===== src/rtl/cmd_parser.sv =====
// ASCII command parser: single-key mode selects plus F/A/P numeric commands
// that load the DDS frequency, amplitude and phase registers.
module cmd_parser #(
    parameter int NUM_MODES   = 4,
    parameter int STATE_W     = 5,
    parameter int STOP_CODE   = 10,
    parameter int RESET_STATE = 3,
    parameter int FREQ_W      = 14,
    parameter int AMP_W       = 8,
    parameter int PHASE_W     = 8,
    parameter int FREQ_RST    = 1000,
    parameter int AMP_RST     = 255,
    parameter int PHASE_RST   = 0,
    parameter int MAX_DIGITS  = 5
) (
    input  logic               i_clk,
    input  logic               i_rst_n,
    input  logic [7:0]         i_rx_data,
    input  logic               i_rx_valid,
    output logic [STATE_W-1:0] o_state,
    output logic [FREQ_W-1:0]  o_state_freq,
    output logic [AMP_W-1:0]   o_state_amp,
    output logic [PHASE_W-1:0] o_state_phase,
    output logic               o_cfg_update,
    output logic               o_cmd_err,
    output logic               o_busy
);
    localparam int ACC_W = 20;
    localparam logic [7:0] CH_0 = 8'h30;
    localparam logic [7:0] MODE_MAX_CH = 8'(48 + NUM_MODES);
    localparam logic [ACC_W-1:0] FREQ_MAX  = ACC_W'((1 << FREQ_W) - 1);
    localparam logic [ACC_W-1:0] AMP_MAX   = ACC_W'((1 << AMP_W) - 1);
    localparam logic [ACC_W-1:0] PHASE_MAX = ACC_W'((1 << PHASE_W) - 1);

    typedef enum logic [1:0] {S_IDLE, S_NUM, S_DISCARD} fsm_t;
    typedef enum logic [1:0] {T_FREQ, T_AMP, T_PHASE} tgt_t;

    fsm_t               r_fsm, w_fsm_next;
    tgt_t               r_tgt, w_tgt_next;
    logic [ACC_W-1:0]   r_acc, w_acc_next;
    logic [2:0]         r_cnt, w_cnt_next;
    logic [STATE_W-1:0] r_state, w_state_next;
    logic [FREQ_W-1:0]  r_freq, w_freq_next;
    logic [AMP_W-1:0]   r_amp, w_amp_next;
    logic [PHASE_W-1:0] r_phase, w_phase_next;
    logic               r_upd, w_upd_next;
    logic               r_err, w_err_next;

    logic w_is_digit, w_is_mode, w_is_term, w_is_esc;
    logic [FREQ_W-1:0]  w_freq_clamp;
    logic [AMP_W-1:0]   w_amp_clamp;
    logic [PHASE_W-1:0] w_phase_clamp;
    logic [ACC_W-1:0]   w_acc_shift;

    assign w_is_digit = (i_rx_data >= CH_0) && (i_rx_data <= 8'h39);
    assign w_is_mode  = (i_rx_data >= 8'h31) && (i_rx_data <= MODE_MAX_CH);
    assign w_is_term  = (i_rx_data == 8'd13) || (i_rx_data == 8'd10);
    assign w_is_esc   = (i_rx_data == 8'd27);

    // ASCII digits carry their value in the low nibble
    assign w_acc_shift = (r_acc * ACC_W'(10)) + {{(ACC_W-4){1'b0}}, i_rx_data[3:0]};

    assign w_freq_clamp  = (r_acc > FREQ_MAX)  ? FREQ_MAX[FREQ_W-1:0]   : r_acc[FREQ_W-1:0];
    assign w_amp_clamp   = (r_acc > AMP_MAX)   ? AMP_MAX[AMP_W-1:0]     : r_acc[AMP_W-1:0];
    assign w_phase_clamp = (r_acc > PHASE_MAX) ? PHASE_MAX[PHASE_W-1:0] : r_acc[PHASE_W-1:0];

    always_ff @(posedge i_clk or negedge i_rst_n) begin
        if (!i_rst_n) begin
            r_fsm   <= S_IDLE;
            r_tgt   <= T_FREQ;
            r_acc   <= '0;
            r_cnt   <= '0;
            r_state <= STATE_W'(RESET_STATE);
            r_freq  <= FREQ_W'(FREQ_RST);
            r_amp   <= AMP_W'(AMP_RST);
            r_phase <= PHASE_W'(PHASE_RST);
            r_upd   <= 1'b0;
            r_err   <= 1'b0;
        end else begin
            r_fsm   <= w_fsm_next;
            r_tgt   <= w_tgt_next;
            r_acc   <= w_acc_next;
            r_cnt   <= w_cnt_next;
            r_state <= w_state_next;
            r_freq  <= w_freq_next;
            r_amp   <= w_amp_next;
            r_phase <= w_phase_next;
            r_upd   <= w_upd_next;
            r_err   <= w_err_next;
        end
    end

    always_comb begin
        w_fsm_next   = r_fsm;
        w_tgt_next   = r_tgt;
        w_acc_next   = r_acc;
        w_cnt_next   = r_cnt;
        w_state_next = r_state;
        w_freq_next  = r_freq;
        w_amp_next   = r_amp;
        w_phase_next = r_phase;
        w_upd_next   = 1'b0;
        w_err_next   = 1'b0;
        if (i_rx_valid) begin
            case (r_fsm)
                S_IDLE: begin
                    w_acc_next = '0;
                    w_cnt_next = '0;
                    if (w_is_mode) begin
                        w_state_next = STATE_W'(i_rx_data - 8'd49);
                        w_upd_next   = 1'b1;
                    end else if (i_rx_data == CH_0) begin
                        w_state_next = STATE_W'(STOP_CODE);
                        w_upd_next   = 1'b1;
                    end else if (i_rx_data == 8'h46 || i_rx_data == 8'h66) begin
                        w_tgt_next = T_FREQ;
                        w_fsm_next = S_NUM;
                    end else if (i_rx_data == 8'h41 || i_rx_data == 8'h61) begin
                        w_tgt_next = T_AMP;
                        w_fsm_next = S_NUM;
                    end else if (i_rx_data == 8'h50 || i_rx_data == 8'h70) begin
                        w_tgt_next = T_PHASE;
                        w_fsm_next = S_NUM;
                    end
                end
                S_NUM: begin
                    if (w_is_digit) begin
                        if (r_cnt == 3'(MAX_DIGITS)) begin
                            w_err_next = 1'b1;
                            w_fsm_next = S_DISCARD;
                        end else begin
                            w_acc_next = w_acc_shift;
                            w_cnt_next = r_cnt + 3'd1;
                        end
                    end else if (w_is_term) begin
                        w_fsm_next = S_IDLE;
                        if (r_cnt == 3'd0) begin
                            w_err_next = 1'b1;
                        end else begin
                            w_upd_next = 1'b1;
                            case (r_tgt)
                                T_FREQ:  w_freq_next  = w_freq_clamp;
                                T_AMP:   w_amp_next   = w_amp_clamp;
                                T_PHASE: w_phase_next = w_phase_clamp;
                                default: w_upd_next   = 1'b0;
                            endcase
                        end
                    end else if (w_is_esc) begin
                        w_fsm_next = S_IDLE;
                    end else begin
                        w_err_next = 1'b1;
                        w_fsm_next = S_DISCARD;
                    end
                end
                S_DISCARD: begin
                    if (w_is_term || w_is_esc) w_fsm_next = S_IDLE;
                end
                default: w_fsm_next = S_IDLE;
            endcase
        end
    end

    assign o_state       = r_state;
    assign o_state_freq  = r_freq;
    assign o_state_amp   = r_amp;
    assign o_state_phase = r_phase;
    assign o_cfg_update  = r_upd;
    assign o_cmd_err     = r_err;
    assign o_busy        = (r_fsm != S_IDLE);
endmodule


===== config.mk =====
export PLATFORM = sky130hd
export DESIGN_NAME = cmd_parser
export DESIGN_NICKNAME = d
export VERILOG_FILES = /design/src/rtl/cmd_parser.sv
export SDC_FILE = /design/constraint.sdc
export NUM_CORES = 1
export LEC_CHECK = 0
export CAP_MARGIN = 25
export CORE_MARGIN = 10
export CORE_UTILIZATION = 52
export CTS_CLUSTER_DIAMETER = 50
export CTS_CLUSTER_SIZE = 8
export DETAILED_ROUTE_END_ITERATION = 6
export MAX_ROUTING_LAYER = met4
export PLACE_DENSITY = 0.86
export SYNTH_ARGS = -nofsm -noshare
export SYNTH_HDL_FRONTEND = slang
export SYNTH_SLANG_ARGS = --single-unit

===== constraint.sdc =====
create_clock -name i_clk -period 3.6 [get_ports i_clk]
set_input_delay 0.72 -clock i_clk [delete_from_list [all_inputs] [get_ports i_clk]]
set_output_delay 0.72 -clock i_clk [all_outputs]
set_load 0.01 [all_outputs]

==> summary.md <==
| Metric | Value |
|---|---|
| Post-Syn Area per Cell | 9.349 sq um |
| HP Class | primary input to asynchronous set/reset pin |
| RePlAce Congestion | 0.8806 |
| CTS Buf Count | 9 |
| WL final | 11450 um |
| Top sig layer | met4 |
| Final TNS setup | 0 ps |
| First-pass GRT wire length | 18350 um |
| Clock-pin transition on the worst setup and hold timing paths | 80 ps |
| Commonest non-fill, non-tap cell in the layout | nor2_1 |
| HPWL after DPL | 8303 um |
| Mapped Cells | 470 |
| Root buffer cell | clkbuf_8 |
| Seq pwr share | 0.491 |
| Fillers | 631 |
| Row cnt | 33 |
| Core area | 0.008217 sq mm |
| P_leak | 2.452 nW |
| Post-synth ARST share | 1.000 |
| Switching Share | 0.2548 |
| Area occupied by multi-input gates | 0.002720 sq mm |
| Vias/cell | 6.065 |
| Most used DFF post-synth | dfrtp_1 |
| PD cells | 287.1 mW/mm^2 |
| Synth cell types | 57 |
| Seq cells post-synth | 64 |
| DRT iter0 DRCs | 346 |
| Clk Latency, worst-skew pair | 350 ps |
| GRT Overall Usage | 0.1773 |
| Combinational Power Share | 0.097 |
| Placed Cells | 626 |
| Syn_nets | 525 |
| CTS H-tree depth | 3 |
| Met2 WL post-DR | 5881 um |
| Post-synthesis instance area | 0.004394 sq mm |
| Tmin final | 3430 ps |
| Leading area contributor after synthesis | dfrtp_1 |
| Post-DR wirelength/cell | 17.75 um |
| Psw | 0.3925 mW |
| Antenna-violating nets left | 0 |
| CTS tree | yes |
| Initial Util | 0.5348 |
| Fin cells | 645 |
| CP endpoint kind | flop |
| Detailed-route DRC error count | 0 |
| Initial antenna violation count | 0 |
| Worst Skew | 9.919 ps |
| Antenna diode count | 0 |
| Critical path required time | 3860 ps |
| Fin. Hold Viols | 0 |
| Synth Warn # | 0 |
| Fin nets | 590 |
| Clock network fraction of total power | 0.412 |
| Register area share after synthesis | 0.3690 |
| Crit Path Category | flop to flop |
| Tcrit/Tclk final | 0.9527 |
| Final core utilization | 0.6530 |
| Max VDD drop | 0.1323 mV |
| Max cap viols | 0 |
| Power Internal | 1.148 mW |
| Crit-path max FO | 5 |
| Final setup viols | 0 |
| Detailed Routing Iterations Pass 1 | 7 |
| Pwr Total | 1.540 mW |
| Met1 Routed Length | 4580 um |
| Number of synthesized flops with an enable pin | 0 |
| Die area | 0.01253 sq mm |
| Achievable frequency | 0.2916 GHz |
| Outcome | complete, no violations |
| Layout cells sized above 1 | 0.1907 |
| CTS sink cnt | 64 |
| Die span in x | 111.9 um |
| Vias in the first global route | 3791 |
| GRT overflow | 0 |
| Worst Setup Start Kind | flop |
| Most frequent cells in the layout | 49 x nor2_1, 47 x clkdlybuf4s50_1, 47 x dfrtp_1 |
| PortBufs | 48 |
| Pin count of the biggest net entering global routing | 29 |
| Seq. cell area | 0.001623 sq mm |
| Total number of vias | 3912 |
| Die height | 111.9 um |
| Relative slew slack | 0.4688 |
| Area delta synth->final | 22.10% |
| Metal3 WL | 690 um |
| IO Count | 49 |
| Slew Limit Fails | 0 |
| Worst slew pin tran | 789.6 ps |
| Hold WS | 388.4 ps |
| Clk buf depth | 2 |
| Post-synth top area share | 0.2733 |
| Largest cells by area after synthesis | dfrtp_1 27%, ha_1 12%, dfstp_2 9.6%, nor2_1 4.2%, o21ai_0 4.1% |
| CP arrival | 3690 ps |
-- cell usage after synthesis, types with 2 or more instances --
library cell,count
nor2_1,49
dfrtp_1,48
ha_1,42
nand2_1,41
o21ai_0,36
a21oi_1,28
dfstp_2,16
mux2_2,16
xnor2_1,15
xor2_1,13
clkbuf_1,12
inv_1,12
nor4_1,12
or2_2,12
nand3_1,11
nor3_1,10
nand2b_1,8
a22o_1,7
o211ai_1,6
a21o_1,5
or4_1,5
a211oi_1,4
a31oi_1,4
nor2b_1,4
and3_1,3
mux2i_1,3
nand4_1,3
o2111ai_1,3
o21a_1,3
a2111oi_0,2
a21o_2,2
a311o_1,2
and3b_1,2
buf_2,2
fa_1,2
nor3b_1,2
o21ai_1,2
o31ai_1,2
o41ai_1,2
or3_1,2
-- path summary, 6_finish.rpt --
check | start | endpoint | slack [ps] | cells after the start
worst max-delay path | r_acc[2] | r_acc[19] | 170 | 10
worst min-delay path | i_rst_n | r_acc[2] | 390 | 1
worst max register to register | r_acc[2] | r_acc[19] | 170 | 10
worst min register to register | o_state_freq[5] | o_state_freq[5] | 510 | 2
max in group asynchronous | i_rst_n | o_state_freq[5] | 2450 | 2
min in group i_clk | o_state_freq[5] | o_state_freq[5] | 510 | 2
-- metal layers --
metal | vias up | track usage
met1 | 1883 | 0.2001
li1 | 1841 | -
met3 | 24 | 0.03167
met2 | 164 | 0.3073
met4 | 0 | 0.06170
met5 | - | -
-- flip-flops by register name, indices dropped and copies added (netlist names) --
name	flops
o_state_amp	8
o_state_freq	14
r_tgt	2
o_cmd_err	1
o_cfg_update	1
o_state	5
o_state_phase	8
r_cnt	3
r_fsm	2
r_acc	20
-- cell type report --
| class | instances | area share |
|---|---|---|
| Clock buffer | 10 | 0.02565 |
| Clock inverter | 6 | 0.01259 |
| Inverter | 12 | 0.008396 |
| Multi-Input combinational cell | 378 | 0.5070 |
| Sequential cell | 64 | 0.3025 |
| Tap cell | 105 | 0.02449 |
| Timing Repair Buffer | 70 | 0.1194 |
-- power by group through the flow --
stage          registers [mW]  clock network, mW  logic (mW)
5_1_grt                 0.759              0.675       0.164
2_1_floorplan           0.772                  0      0.0670
6_report                0.757              0.634       0.150
3_3_place_gp            0.768                  0       0.145
3_5_place_dp            0.769                  0       0.149
4_1_cts                 0.756              0.637       0.149
-- per-stage QoR --
step | cell area [sq um] | setup slack (ps)
after floorplan | 4394 | 180.8
after global placement | 5067 | 112.0
after detailed placement | 5067 | 41.93
after CTS | 5273 | 53.64
after global routing | 5365 | -7.880
final | 5365 | 170.1
-- cell families after synthesis --
group           after synthesis  synth area share
buf+inv                      28           0.02762
simple gates                171            0.1979
mux                          19           0.04784
flops                        64            0.3690
fa+ha+maj                    44            0.1287
compound gates              116            0.1731
xor+xnor                     28           0.05581
-- timing repair --
action                                  CTS  global route
endpoints found under the setup margin    0             3
setup buffers                             0             3
resized for setup                         0            14
hold buffers                              0             0
hold endpoints to repair                  0             0
-- critical path: stages (launching register included) --
cell and delay [ps]:
dfrtp_1 450, ha_1 240, ha_4 190, fa_2 440, a211oi_4 350, o32ai_2 170, nor4b_4 320, nand2_1 110
or4_4 420, or4_1 480, o211ai_1 170
Power figures use the tool's default switching activity.
